### src/rtl/ibex_rvfi_trace_buffer.sv
// RVFI retirement trace buffer: captures retired instructions into a small
// FIFO and streams each record out as four 32-bit words (header, pc, insn,
// rd_wdata). Overflow never stalls the core; lost retirements are counted
// and the next captured record is flagged.
module ibex_rvfi_trace_buffer #(
    parameter int unsigned Depth        = 8,
    parameter int unsigned DropCntWidth = 16
) (
    input  logic                       clk_i,
    input  logic                       rst_ni,
    input  logic                       trace_en_i,
    input  logic                       rvfi_valid,
    input  logic [63:0]                rvfi_order,
    input  logic [31:0]                rvfi_insn,
    input  logic                       rvfi_trap,
    input  logic                       rvfi_intr,
    input  logic [1:0]                 rvfi_mode,
    input  logic [4:0]                 rvfi_rd_addr,
    input  logic [31:0]                rvfi_rd_wdata,
    input  logic [31:0]                rvfi_pc_rdata,
    output logic                       trace_valid_o,
    input  logic                       trace_ready_i,
    output logic [31:0]                trace_data_o,
    output logic                       trace_last_o,
    output logic [$clog2(Depth+1)-1:0] level_o,
    output logic [DropCntWidth-1:0]    drop_cnt_o,
    output logic                       overflow_o,
    input  logic                       clear_i
);

    localparam int unsigned AddrW  = $clog2(Depth);
    localparam int unsigned PtrW   = AddrW + 1;
    localparam int unsigned LevelW = $clog2(Depth + 1);

    // One extra pointer bit distinguishes full from empty
    logic [PtrW-1:0]         wr_ptr;
    logic [PtrW-1:0]         rd_ptr;
    logic [PtrW-1:0]         fill;
    logic [1:0]              word_idx;
    logic                    drop_pending;
    logic [DropCntWidth-1:0] drop_cnt;
    logic                    overflow;

    logic [31:0] hdr_mem   [Depth];
    logic [31:0] pc_mem    [Depth];
    logic [31:0] insn_mem  [Depth];
    logic [31:0] wdata_mem [Depth];

    logic        empty;
    logic        full;
    logic        handshake;
    logic        pop;
    logic        retire;
    logic        push;
    logic        drop;
    logic [31:0] header;
    logic [31:0] word;
    logic        unused_order;

    assign empty     = (wr_ptr == rd_ptr);
    assign full      = (wr_ptr[AddrW] != rd_ptr[AddrW]) &&
                       (wr_ptr[AddrW-1:0] == rd_ptr[AddrW-1:0]);
    assign handshake = ~empty & trace_ready_i;
    assign pop       = handshake & (word_idx == 2'd3);
    assign retire    = trace_en_i & rvfi_valid;
    assign push      = retire & (~full | pop);
    assign drop      = retire & full & ~pop;

    assign header = {rvfi_trap, rvfi_intr, drop_pending, rvfi_rd_addr,
                     rvfi_mode, 6'd0, rvfi_order[15:0]};

    // Only the low 16 bits of the retirement index are recorded
    assign unused_order = ^rvfi_order[63:16];

    assign fill       = wr_ptr - rd_ptr;
    assign level_o    = LevelW'(fill);
    assign drop_cnt_o = drop_cnt;
    assign overflow_o = overflow;

    // Record storage is deliberately left out of reset
    always_ff @(posedge clk_i) begin
        if (push) begin
            hdr_mem[wr_ptr[AddrW-1:0]]   <= header;
            pc_mem[wr_ptr[AddrW-1:0]]    <= rvfi_pc_rdata;
            insn_mem[wr_ptr[AddrW-1:0]]  <= rvfi_insn;
            wdata_mem[wr_ptr[AddrW-1:0]] <= rvfi_rd_wdata;
        end
    end

    // FIFO pointers and the serializer word index
    always_ff @(posedge clk_i or negedge rst_ni) begin
        if (!rst_ni) begin
            wr_ptr   <= '0;
            rd_ptr   <= '0;
            word_idx <= 2'd0;
        end else begin
            if (push) begin
                wr_ptr <= wr_ptr + PtrW'(1);
            end
            if (pop) begin
                rd_ptr <= rd_ptr + PtrW'(1);
            end
            if (handshake) begin
                word_idx <= word_idx + 2'd1;
            end
        end
    end

    // Drop bookkeeping: pending flag, saturating counter and sticky overflow
    always_ff @(posedge clk_i or negedge rst_ni) begin
        if (!rst_ni) begin
            drop_pending <= 1'b0;
            drop_cnt     <= '0;
            overflow     <= 1'b0;
        end else begin
            if (push) begin
                drop_pending <= 1'b0;
            end else if (drop) begin
                drop_pending <= 1'b1;
            end
            if (clear_i) begin
                drop_cnt <= drop ? DropCntWidth'(1) : '0;
                overflow <= drop;
            end else if (drop) begin
                if (drop_cnt != '1) begin
                    drop_cnt <= drop_cnt + DropCntWidth'(1);
                end
                overflow <= 1'b1;
            end
        end
    end

    // Select the current word of the head record; zero when idle
    always_comb begin
        word = 32'd0;
        if (!empty) begin
            case (word_idx)
                2'd0:    word = hdr_mem[rd_ptr[AddrW-1:0]];
                2'd1:    word = pc_mem[rd_ptr[AddrW-1:0]];
                2'd2:    word = insn_mem[rd_ptr[AddrW-1:0]];
                default: word = wdata_mem[rd_ptr[AddrW-1:0]];
            endcase
        end
    end

    assign trace_valid_o = ~empty;
    assign trace_data_o  = word;
    assign trace_last_o  = ~empty & (word_idx == 2'd3);

endmodule

### config.mk
export PLATFORM = sky130hd
export DESIGN_NAME = ibex_rvfi_trace_buffer
export DESIGN_NICKNAME = d
export VERILOG_FILES = /design/src/rtl/ibex_rvfi_trace_buffer.sv
export SDC_FILE = /design/constraint.sdc
export NUM_CORES = 1
export LEC_CHECK = 0
export BUFFER_PORTS_ARGS = -buffer_cell sky130_fd_sc_hd__buf_2
export CAP_MARGIN = 10
export CORE_MARGIN = 3
export CORE_UTILIZATION = 40
export CTS_CLUSTER_SIZE = 16
export DETAILED_ROUTE_END_ITERATION = 6
export PLACE_DENSITY_LB_ADDON = 0.12
export SLEW_MARGIN = 20
export SYNTH_ARGS = -nofsm -noshare
export SYNTH_HDL_FRONTEND = slang
export SYNTH_SLANG_ARGS = --single-unit
### constraint.sdc
create_clock -name clk_i -period 20.2 [get_ports clk_i]
set_input_delay 1.01 -clock clk_i [delete_from_list [all_inputs] [get_ports clk_i]]
set_output_delay 1.01 -clock clk_i [all_outputs]
set_load 0.02 [all_outputs]
# Yosys cells after proc, flatten, opt, wreduce, memory -nomap -nowiden
# Memory sizes are Yosys's and may differ from the RTL's.
# Index checks and enable logic that the tools add are counted.
[totals]
regBits = 28
ram_bits = 976
input_bits = 175
wordCells = 50
mem_count = 4
[op_classes]
addsub = 5
eq_ne = 7
muxes = 11
n_bitwise = 11
n_reduce_logical = 6
[memory_table]
columns = ["name", "words", "width", "read_ports", "rd_clocked_by_memory_dff", "write_ports", "line_no", "rtl"]
rows = [
  ["insn_mem", 8, 32, 1, 0, 1, "46", "logic [31:0] insn_mem [Depth];"],
  ["pc_mem", 8, 32, 1, 0, 1, "45", "logic [31:0] pc_mem [Depth];"],
  ["wdata_mem", 8, 32, 1, 0, 1, "47", "logic [31:0] wdata_mem [Depth];"],
  ["hdr_mem", 8, 26, 1, 0, 1, "44", "logic [31:0] hdr_mem [Depth];"],
]
[op_table]
columns = ["cell", "count"]
rows = [
  ["$pmux W32 S3", 1],
  ["$mux W16", 3],
  ["$mux W32", 1],
  ["$add A16 B1 Y16 const B", 1],
  ["$ne A16 B16 Y1 const B", 1],
  ["$add A4 B1 Y4 const B", 2],
  ["$and A1 B1 Y1", 7],
  ["$mux W1", 6],
  ["$reduce_bool A2 Y1", 3],
  ["$eq A2 B2 Y1 const B", 2],
  ["$eq A4 B4 Y1", 1],
  ["$sub A4 B4 Y4", 1],
  ["$eq A3 B3 Y1", 1],
  ["$not A1 Y1", 3],
  ["$add A2 B1 Y2 const B", 1],
  ["$eq A2 B1 Y1 const B", 1],
  ["$logic_not A2 Y1", 1],
  ["$reduce_and A2 Y1", 1],
  ["$logic_and A1 B1 Y1", 1],
  ["$ne A1 B1 Y1", 1],
  ["$or A1 B1 Y1", 1],
]

# Logic depth before layout (Yosys ltp)
# Gate-level depths: netlist (run 1).
[depth]
ltp_word = 8
depth_mapped = 13
mapped_depth_nobuf = 8

# Least setup slack after synthesis (run 1)
# Ideal clock, no wire load.
[synth_path]
path_kind = "flip-flop to flip-flop"
start = "register rd_ptr[2]"
end = "memory hdr_mem[0][0] in the netlist's numbering (enable)"
setup_time_ns = 0.902
arrival_ns = 13.392
path_slack_ns = 5.906
stages_incl_launch_ff = 10
period_less_slack_ns = 14.294
cell_sequence = "dfrtp_1 > inv_2 > buf_6 > clkbuf_1 > clkbuf_1 > ha_1 > and3_1 > nand3_1 > nand2_1 > nor4_1"
[synth_via]
elab_chain_cells = 8
elab_cells_between_ends = 11
cone_classes = "eq/ne (2); mux (2); bitwise (6); reduce/logical (1)"
[synth_lines]
columns = ["item", "line_no", "rtl"]
rows = [
  ["from (decl)", "37", "logic [PtrW-1:0] rd_ptr;"],
  ["from (signal assigned)", "101", "rd_ptr <= rd_ptr + PtrW'(1);"],
  ["$eq A4 B4 Y1", "60", "assign empty = (wr_ptr == rd_ptr);"],
  ["$not A1 Y1", "63", "assign handshake = ~empty & trace_ready_i;"],
  ["$and A1 B1 Y1", "63", ""],
  ["$and A1 B1 Y1", "64", "assign pop = handshake & (word_idx == 2'd3);"],
  ["$or A1 B1 Y1 *", "66", "assign push = retire & (~full | pop);"],
  ["$and A1 B1 Y1 *", "66", ""],
  ["$mux W1 *", "82", "if (push) begin"],
  ["$mux W1 (implied by the code) *", "83", "hdr_mem[wr_ptr[AddrW-1:0]] <= header;"],
  ["to (decl)", "44", ""],
]
# Every way passes the cells marked *; elsewhere a longest branch is shown, timed or not.

# Worst setup path after layout (run 1)
[layout_path]
start = "register rd_ptr[0]"
end = "output port trace_data_o[3]"
[layout_via]
elab_chain_cells = 3
elab_cells_between_ends = 7
cone_classes = "eq/ne (1); mux (2); memory (4)"
[layout_lines]
columns = ["item", "line_no", "rtl"]
rows = [
  ["$mem_v2 Z8 W32, or another cell as far along", "n/a", ""],
  ["$pmux W32 S3", "137", "case (word_idx)"],
  ["$mux W32 *", "136", "if (!empty) begin"],
  ["to (decl)", "23", "output logic [31:0] trace_data_o,"],
]
# Marks and branches as above.

==> results.txt, run 1 <==
- Outcome: finished clean
- Setup slack of the worst register-to-register path: 15.75 ns
- Placed instance area: 0.0417 mm^2
- Number of max-cap violations: 0
- Buffers inserted during clock tree synthesis total 107.
- Crit path arrival time: between 5 and 6 ns
- Entering global routing, the biggest net connects between 100 and 150 pins.
* Setup repair after global routing missed its margin: no
* Quantity of I/O buffers inserted on ports: approximately 180
- Yosys printed 0 warnings.
- The floorplan has between 100 and 150 rows.
* Static leakage: 15.2 nW
- Vias in the first global route: 20202
* Number of nets at the end of the flow: 2403
- The clock passes through at most 3 buffers.
* Data required, critical path: 19.19 ns
* Horizontal die dimension: 321 um
* Core region area: 0.0974 mm^2
- Initial antenna violation count: 33
* Maximum fanout count along the critical path: 46
- Final setup TNS: 0 ns
- The share of the Yosys chip area taken by registers is 0.757.
- Global-route congestion overflow total: 0
- Clock sink count: 1004
* Vias per inst: 5.46
- Final Instance Area: ~0.045 mm^2
- For this run, the detailed router's first-pass iteration total came to 5.
- Cell area power density: 144 mW/mm^2
- Most used DFF post-synth: edfxtp_1
* Most common library cell in the layout ignoring fill and taps: edfxtp_1
- Of all flip-flops after synthesis, the portion carrying an async set or reset was 0.0279.
* Syn Nets: ~2200
- The initial utilization of the core area, before any placement, comes to 0.407.
- Dividing the detail-routed wire length by the instance count gives 26.6 um.
- Chain of cells forming the critical path: buf_4 > buf_4 > buf_4 > mux4_2 > a2bb2oi_1 > a31oi_1 > and3_1 > a211oi_1 > buf_2
- In the routed design, unresolved DRC markers number 0.
- VDD sags by at most 0.115 mV.
* Gate family responsible for the most delay along the worst path: buffers and inverters
- Worst Tran Pin Value: 1.08 ns
* Avg Synthesized Cell Area: around 20 um^2
- Total length of routed wires: 95600 um
* Number of nets with antenna violations after routing: 0
- In this run the worst hold path is classified as primary input to asynchronous set/reset pin.
* Max Freq: ~0.15 GHz
- The cell that appears most often on the critical path is buf_4.
- Clk slew on worst S/H paths: ~0.06 ns
- Source-to-sink clock delay at the later pin of the worst-skew pair: 0.68 ns
* Synthesized instance count: 2003
* Weighted congestion reported at the end of routability-driven placement: 0.752
- Worst path buffer plus inverter count: 4
* CTS H-tree lvls: 3
* Number of buffers inserted to repair setup after CTS: 0
* I/O pin count: 230
- Slowest cell on the critical path: dfrtp_4
* Post-CTS Hold Buffers: 0
- Longest individual stage delay on the worst path: 0.82 ns
- Detailed placement finished with a half-perimeter wire length of 48100 um.
- After synthesis, the netlist uses 51 different library cells.
- Path type of the worst setup path: flip-flop to primary output
* Clock tree from TritonCTS: done
* Violation count after the first detailed-routing iteration: roughly 1400
- The clock period could shrink to ~6.6 ns.
* Flops & latches, synth: 1004
- Headroom to the max-slew limit came out at 0.282.
* Share of layout cells above drive strength 1: 0.223
* Signed area change from the synthesized netlist to the final layout: 14.0%
* Number of flops mapped to enable cells by yosys: 976
- Post-Syn Area: ~0.040 mm^2
- The floorplan step defined a die boundary enclosing 0.103 mm^2.
* Final Slew Violations: 0
- First-pass GRT wire length: 140000 um
- The worst setup path is launched from a flip-flop.
* Final-layout fill cell count: 8217
- STA classifies the critical path endpoint as a primary output.
- Quantity of gates resized following cts: 0
- Final-report hold violation count: 0
* Vias post-DR: 19644
- Global-route usage over all layers: 0.185
- Setup clock skew after layout: slightly above 0.03 ns
- In the layout the commonest cells are 976 x edfxtp_1, 191 x mux2i_1, 181 x buf_2.
* Height of the die: 321 um
* Final setup violation count: 0
- The root buffer cell chosen for the clock tree is clkbuf_16.
- Fraction of the cycle the final worst path needs: 0.325
## registers in the layout (all words and copies together) (netlist names)
signal        cells
insn_mem        256
wdata_mem       256
rd_ptr            4
wr_ptr            4
hdr_mem         208
word_idx          2
overflow_o        1
drop_cnt_o       16
drop_pending      1
pc_mem          256
## worst register-to-register path, cell delays in order (launching register included)
cell and delay, ns:
dfrtp_4 0.93, inv_1 0.13, ha_1 0.31, and3_1 0.21, a31oi_1 0.47, nand2_1 0.35
nor2_4 0.17, buf_4 0.74, buf_4 0.74
## through the flow
stage	setup slack (ns)	hold slack [ns]	util	std cells	power, mW
6_report	13.63	0.359	0.464	3595	6.49
5_1_grt	13.21	0.383	0.464	3587	6.80
4_1_cts	13.48	0.338	0.464	3584	6.59
3_5_place_dp	14.24	0.520	0.428	3383	4.65
3_3_place_gp	14.23	0.512	0.428	3383	4.64
2_1_floorplan	5.91	0.493	-	2003	4.04
## where the power goes
group | internal (mW) | switching, mW | total (mW)
logic | 0.767 | 1.25 | 2.02
clock network | 1.13 | 0.801 | 1.93
registers | 2.46 | 0.0813 | 2.54
## per-layer routing
metal,track usage,wire length (um)
met5,0,74
met4,0.0469,1850
met1,0.261,42800
met3,0.0347,5110
met2,0.300,45800
## layout make-up
type / count / area, um^2 / area share
Tap cell: 1276 / 1600 / 0.0353
Clock buffer: 130 / 2760 / 0.0612
Antenna cell: 11 / 27.5 / 0.000609
Sequential cell: 1004 / 30000 / 0.664
Timing Repair Buffer: 216 / 1260 / 0.0278
Clock inverter: 71 / 707 / 0.0156
Multi-Input combinational cell: 872 / 8760 / 0.194
Inverter: 15 / 58.8 / 0.00130
## final timing paths
check / to / cells after the start / from
setup / recovery: trace_data_o[3] / 9 / rd_ptr[0]$_DFFE_PN0P_
setup reg to reg: pc_mem[7][1]$_DFFE_PP_ / 8 / rd_ptr[1]$_DFFE_PN0P_
hold reg to reg: overflow_o$_DFFE_PN0P_ / 2 / overflow_o$_DFFE_PN0P_
max in group asynchronous: rd_ptr[1]$_DFFE_PN0P_ / 1 / rst_ni
min in group clk_i: overflow_o$_DFFE_PN0P_ / 2 / overflow_o$_DFFE_PN0P_
hold / removal: drop_cnt_o[9]$_DFFE_PN0P_ / 1 / rst_ni
## synthesized netlist by cell type (all sizes together), types with 2 or more instances
cell type | number | area [um^2]
a211oi | 14 | 105
a21oi | 27 | 135
a221oi | 8 | 76.3
a22oi | 2 | 15.0
a2bb2oi | 54 | 473
a31o | 2 | 17.5
a31oi | 29 | 181
and2 | 4 | 25.0
and3 | 29 | 181
and4 | 2 | 17.5
buf | 83 | 777
clkbuf | 27 | 110
dfrtp | 28 | 701
edfxtp | 976 | 29300
ha | 11 | 138
inv | 15 | 56.3
mux2 | 2 | 22.5
mux2i | 191 | 1910
mux4 | 159 | 3720
nand2 | 152 | 571
nand3 | 58 | 290
nand4 | 7 | 50.1
nor2 | 37 | 139
nor2b | 4 | 25.0
nor3 | 11 | 55.1
nor4 | 6 | 37.5
o21ai | 24 | 120
o31a | 10 | 87.6
xnor2 | 19 | 166
xor2 | 4 | 42.6
## kinds of logic (layout without fill, tap and decap cells)
kind of cell             Yosys count  after routing  share of synthesized area
flip-flops                      1004           1004                      0.757
multiplexers                     352            352                      0.143
AND/OR/NAND/NOR                  312            312                     0.0355
AO/OA/AOI/OAI                    173            173                     0.0311
buffers and inverters            127            432                     0.0243
XOR/XNOR                          23             23                    0.00527
adder cells (fa/ha/maj)           12             12                    0.00398
other                              0             11                          0
No activity file was read; power rests on OpenSTA's default activity.
==> run 2, diff against run 1 <==
==> constraint.sdc (replaced) <==
create_clock -name clk_i -period 6.4 [get_ports clk_i]
set_input_delay 0.32 -clock clk_i [delete_from_list [all_inputs] [get_ports clk_i]]
set_output_delay 0.32 -clock clk_i [all_outputs]
set_load 0.02 [all_outputs]
==> results.txt, run 2 (synthesis results as in run 1) <==
* Share of layout cells above drive strength 1: 0.217 (-0.00590)
* Final setup TNS: 0 ns (unchanged)
- Internal power consumption: 13.8 mW (+220%)
- The y dimension of the die was 321 um (unchanged).
- The data required time of the critical path was 6.08 ns (-13.11 ns).
* Routed wire per std cell: 25.9 um (-2.8%)
- Kind of capture point of the worst setup path: primary output
- Number of nets at the end of the flow: 2535 (+5.5%)
- Setup repair after global routing missed its margin: no
- The number of clock sinks seen by CTS is 1004 (unchanged).
- The static leakage came to 15.8 nW (+3.9%).
* I/O pin count: 230 (unchanged)
* Global-route usage over all layers: 0.188 (+0.00238)
- The horizontal die dimension is 321 um (unchanged).
- Sw Ratio: 0.328 (-0.000469)
* Final-layout fill cell count: 8193 (-0.29%)
* Worst slew margin relative to its limit: 0.301 (+0.0193)
* Global-route congestion overflow total: 0 (unchanged)
* Standard-cell row count: 114 (unchanged)
- Setup clock skew after layout: 0.0351 ns (+0.00455 ns)
- The number of gates resized after CTS came to 0 (unchanged).
- Detailed-placement wirelength estimate: 49400 um (+2.6%)
- Clock root buffer: clkbuf_16
* Vias in the first global route: 20998 (+3.9%)
- The critical path data arrival time came to 4.23 ns (-1.33 ns).
* First-pass GRT wire length: 142000 um (+2.0%)
- Leaving out fill and tap cells, the most frequent cells in the layout are 976 x edfxtp_1, 191 x mux2i_1, 181 x buf_2.
* Final worst slack: 1.85 ns (-11.79 ns)
* Clock power frac: 0.296 (about the same)
- The final wirelength was 96300 um (+0.70%).
- The number of placed instances with taps included was 3391 (+0.24%).
* Initial antenna violation count: 10 (-70%)
- Vias post-DR: 20022 (+1.9%)
- Leaving out fill and tap cells, the most frequent cell in the layout is edfxtp_1.
* Number of nets with antenna violations after routing: 0 (unchanged)
* Remaining DRCs: 0 (unchanged)
* Violation count after the first detailed-routing iteration: 1573 (+11%)
- The largest driver fanout on the critical path came to 53 (+15%).
- Core region area: 0.0974 mm^2 (unchanged)
- The number of CTS-inserted buffers is 107 (unchanged).
- The power density over the cells is 441 mW/mm^2 (+210%).
- The initial standard-cell utilization of the core is 0.407 (unchanged).
- Maximum number of pins on one net before global-route repair: 123 (unchanged)
- The number of buffer cells added on primary ports is 181 (unchanged).
- DIE AREA: 0.103 mm^2 (unchanged)
* Switching power summed over all nets: 6.75 mW (+220%)
- Fin util: 0.479 (+0.0147)
- CTS H-tree lvls: 3 (unchanged)
* Number of max-cap violations: 0 (unchanged)
- The worst vdd rail ir drop was 0.258 mV (+120%).
* Placed instance area: 0.0419 mm^2 (+0.44%)
- The min-delay analysis places its worst path in the category primary input to flip-flop.
- The flow ran to the end, and the final reports show no timing, DRC or antenna violations.
- Clock Path Buffers: 3 (unchanged)
* Path type of the worst setup path: flip-flop to primary output
- The worst setup path is launched from a flip-flop.
- The non-filler instance count after layout came to 3723 (+3.6%).
- Final setup violation count: 0 (unchanged)
- The sequential power share is 0.391 (about the same).
- The overall power of the completed layout was 20.6 mW (+220%).
* Max Freq: 0.220 GHz
- The worst setup slack before clock tree synthesis is 2.15 ns (-12.09 ns).
* Signed area change from the synthesized netlist to the final layout: 17.6%
- Number of buffers inserted to repair setup after CTS: 0 (unchanged)
- The number of detailed-route iterations in the first pass is 5 (unchanged).
- The clock-pin slew on the worst setup and hold paths came to 0.06 ns (about the same).
- Weighted congestion reported at the end of routability-driven placement: 0.781 (+3.9%)
* Worst Tran Pin Value: 1.05 ns (-0.0290 ns)
- Vias per inst: 5.38 (-1.6%)
* Worst hold margin: 0.103 ns (-0.256 ns)
- The worst reg-to-reg setup slack came to 2.21 ns (-13.54 ns).
* Post-CTS Hold Buffers: 124 (+124)
- The worst path in the final design needs a cycle of approximately 4.6 ns, including I/O delays and setup.
* Clock tree from TritonCTS: done
- Fraction of the cycle the final worst path needs: 0.711
- The latest clock arrival within the worst-skew pair was 0.68 ns (about the same).
- Part of the total power dissipated in combinational logic: 0.313 (+0.002)
- Final Slew Violations: 0 (unchanged)
- Final Instance Area: 0.0466 mm^2 (+3.2%)
- Final-report hold violation count: 0 (unchanged)
==> run 2: changes by cell type in the layout (fill, tap and decap cells not counted), moves of 2 or more <==
cell / before / now
nor3_4: 0 / 4
buf_12: 7 / 14
clkinv_1: 27 / 22
diode_2: 11 / 7
nor3_2: 4 / 0
clkbuf_1: 23 / 21
clkinv_2: 22 / 26
clkinv_16: 0 / 2
dlygate4sd3_1: 0 / 124
inv_16: 3 / 1
clkinvlp_4: 1 / 6
==> run 2: final cells by class <==
| class | count | area (um^2) | share of cell area |
|---|---|---|---|
| timing repair buffer | 348 | 2650 | 0.0567 |
| clock buffer | 129 | 2780 | 0.0597 |
| inverter | 15 | 58.8 | 0.00126 |
| clock inverter | 72 | 711 | 0.0152 |
| sequential | 1004 | 30000 | 0.644 |
| tap | 1276 | 1600 | 0.0342 |
| antenna | 7 | 17.5 | 0.000376 |
| multi-input combinational | 872 | 8790 | 0.189 |
==> run 2: worst paths after layout <==
| kind | cells past startpoint | to | start |
|---|---|---|---|
| min in group asynchronous | 2 | drop_cnt_o[15]$_DFFE_PN0P_ | rst_ni |
| max reg2reg | 6 | wdata_mem[5][22]$_DFFE_PP_ | rd_ptr[0]$_DFFE_PN0P_ |
| max in group asynchronous | 2 | rd_ptr[1]$_DFFE_PN0P_ | rst_ni |
| min reg2reg | 2 | overflow_o$_DFFE_PN0P_ | overflow_o$_DFFE_PN0P_ |
| max | 9 | trace_data_o[23] | rd_ptr[2]$_DFFE_PN0P_ |
| min | 4 | wr_ptr[0]$_DFFE_PN0P_ | rvfi_valid |
==> run 2: critical path: stages, from the launching register on <==
cell and delay, ns:
dfrtp_2 0.38, buf_4 0.23, inv_4 0.09, buf_4 0.62
buf_4 0.87, a2bb2oi_1 0.26, nand3_1 0.13, and3_1 0.31
a211oi_1 0.40, buf_2 0.25
==> run 2: power by group through the flow <==
stage	sequential, mW	combinational, mW	clock [mW]
2_1_floorplan	8.08	4.61	0
3_3_place_gp	8.16	6.47	0
3_5_place_dp	8.19	6.48	0
4_1_cts	8.06	6.58	6.25
5_1_grt	8.09	6.94	6.53
6_report	8.04	6.44	6.09
==> run 2: routing by layer <==
metal	share of wire	wire, um	GRT usage	vias up
met1	0.46	44600	0.275	10573
met4	0.017	1610	0.0450	4
met5	0.00018	17	0	-
met3	0.048	4620	0.0314	117
met2	0.47	45300	0.297	446
li1	-	-	-	8882
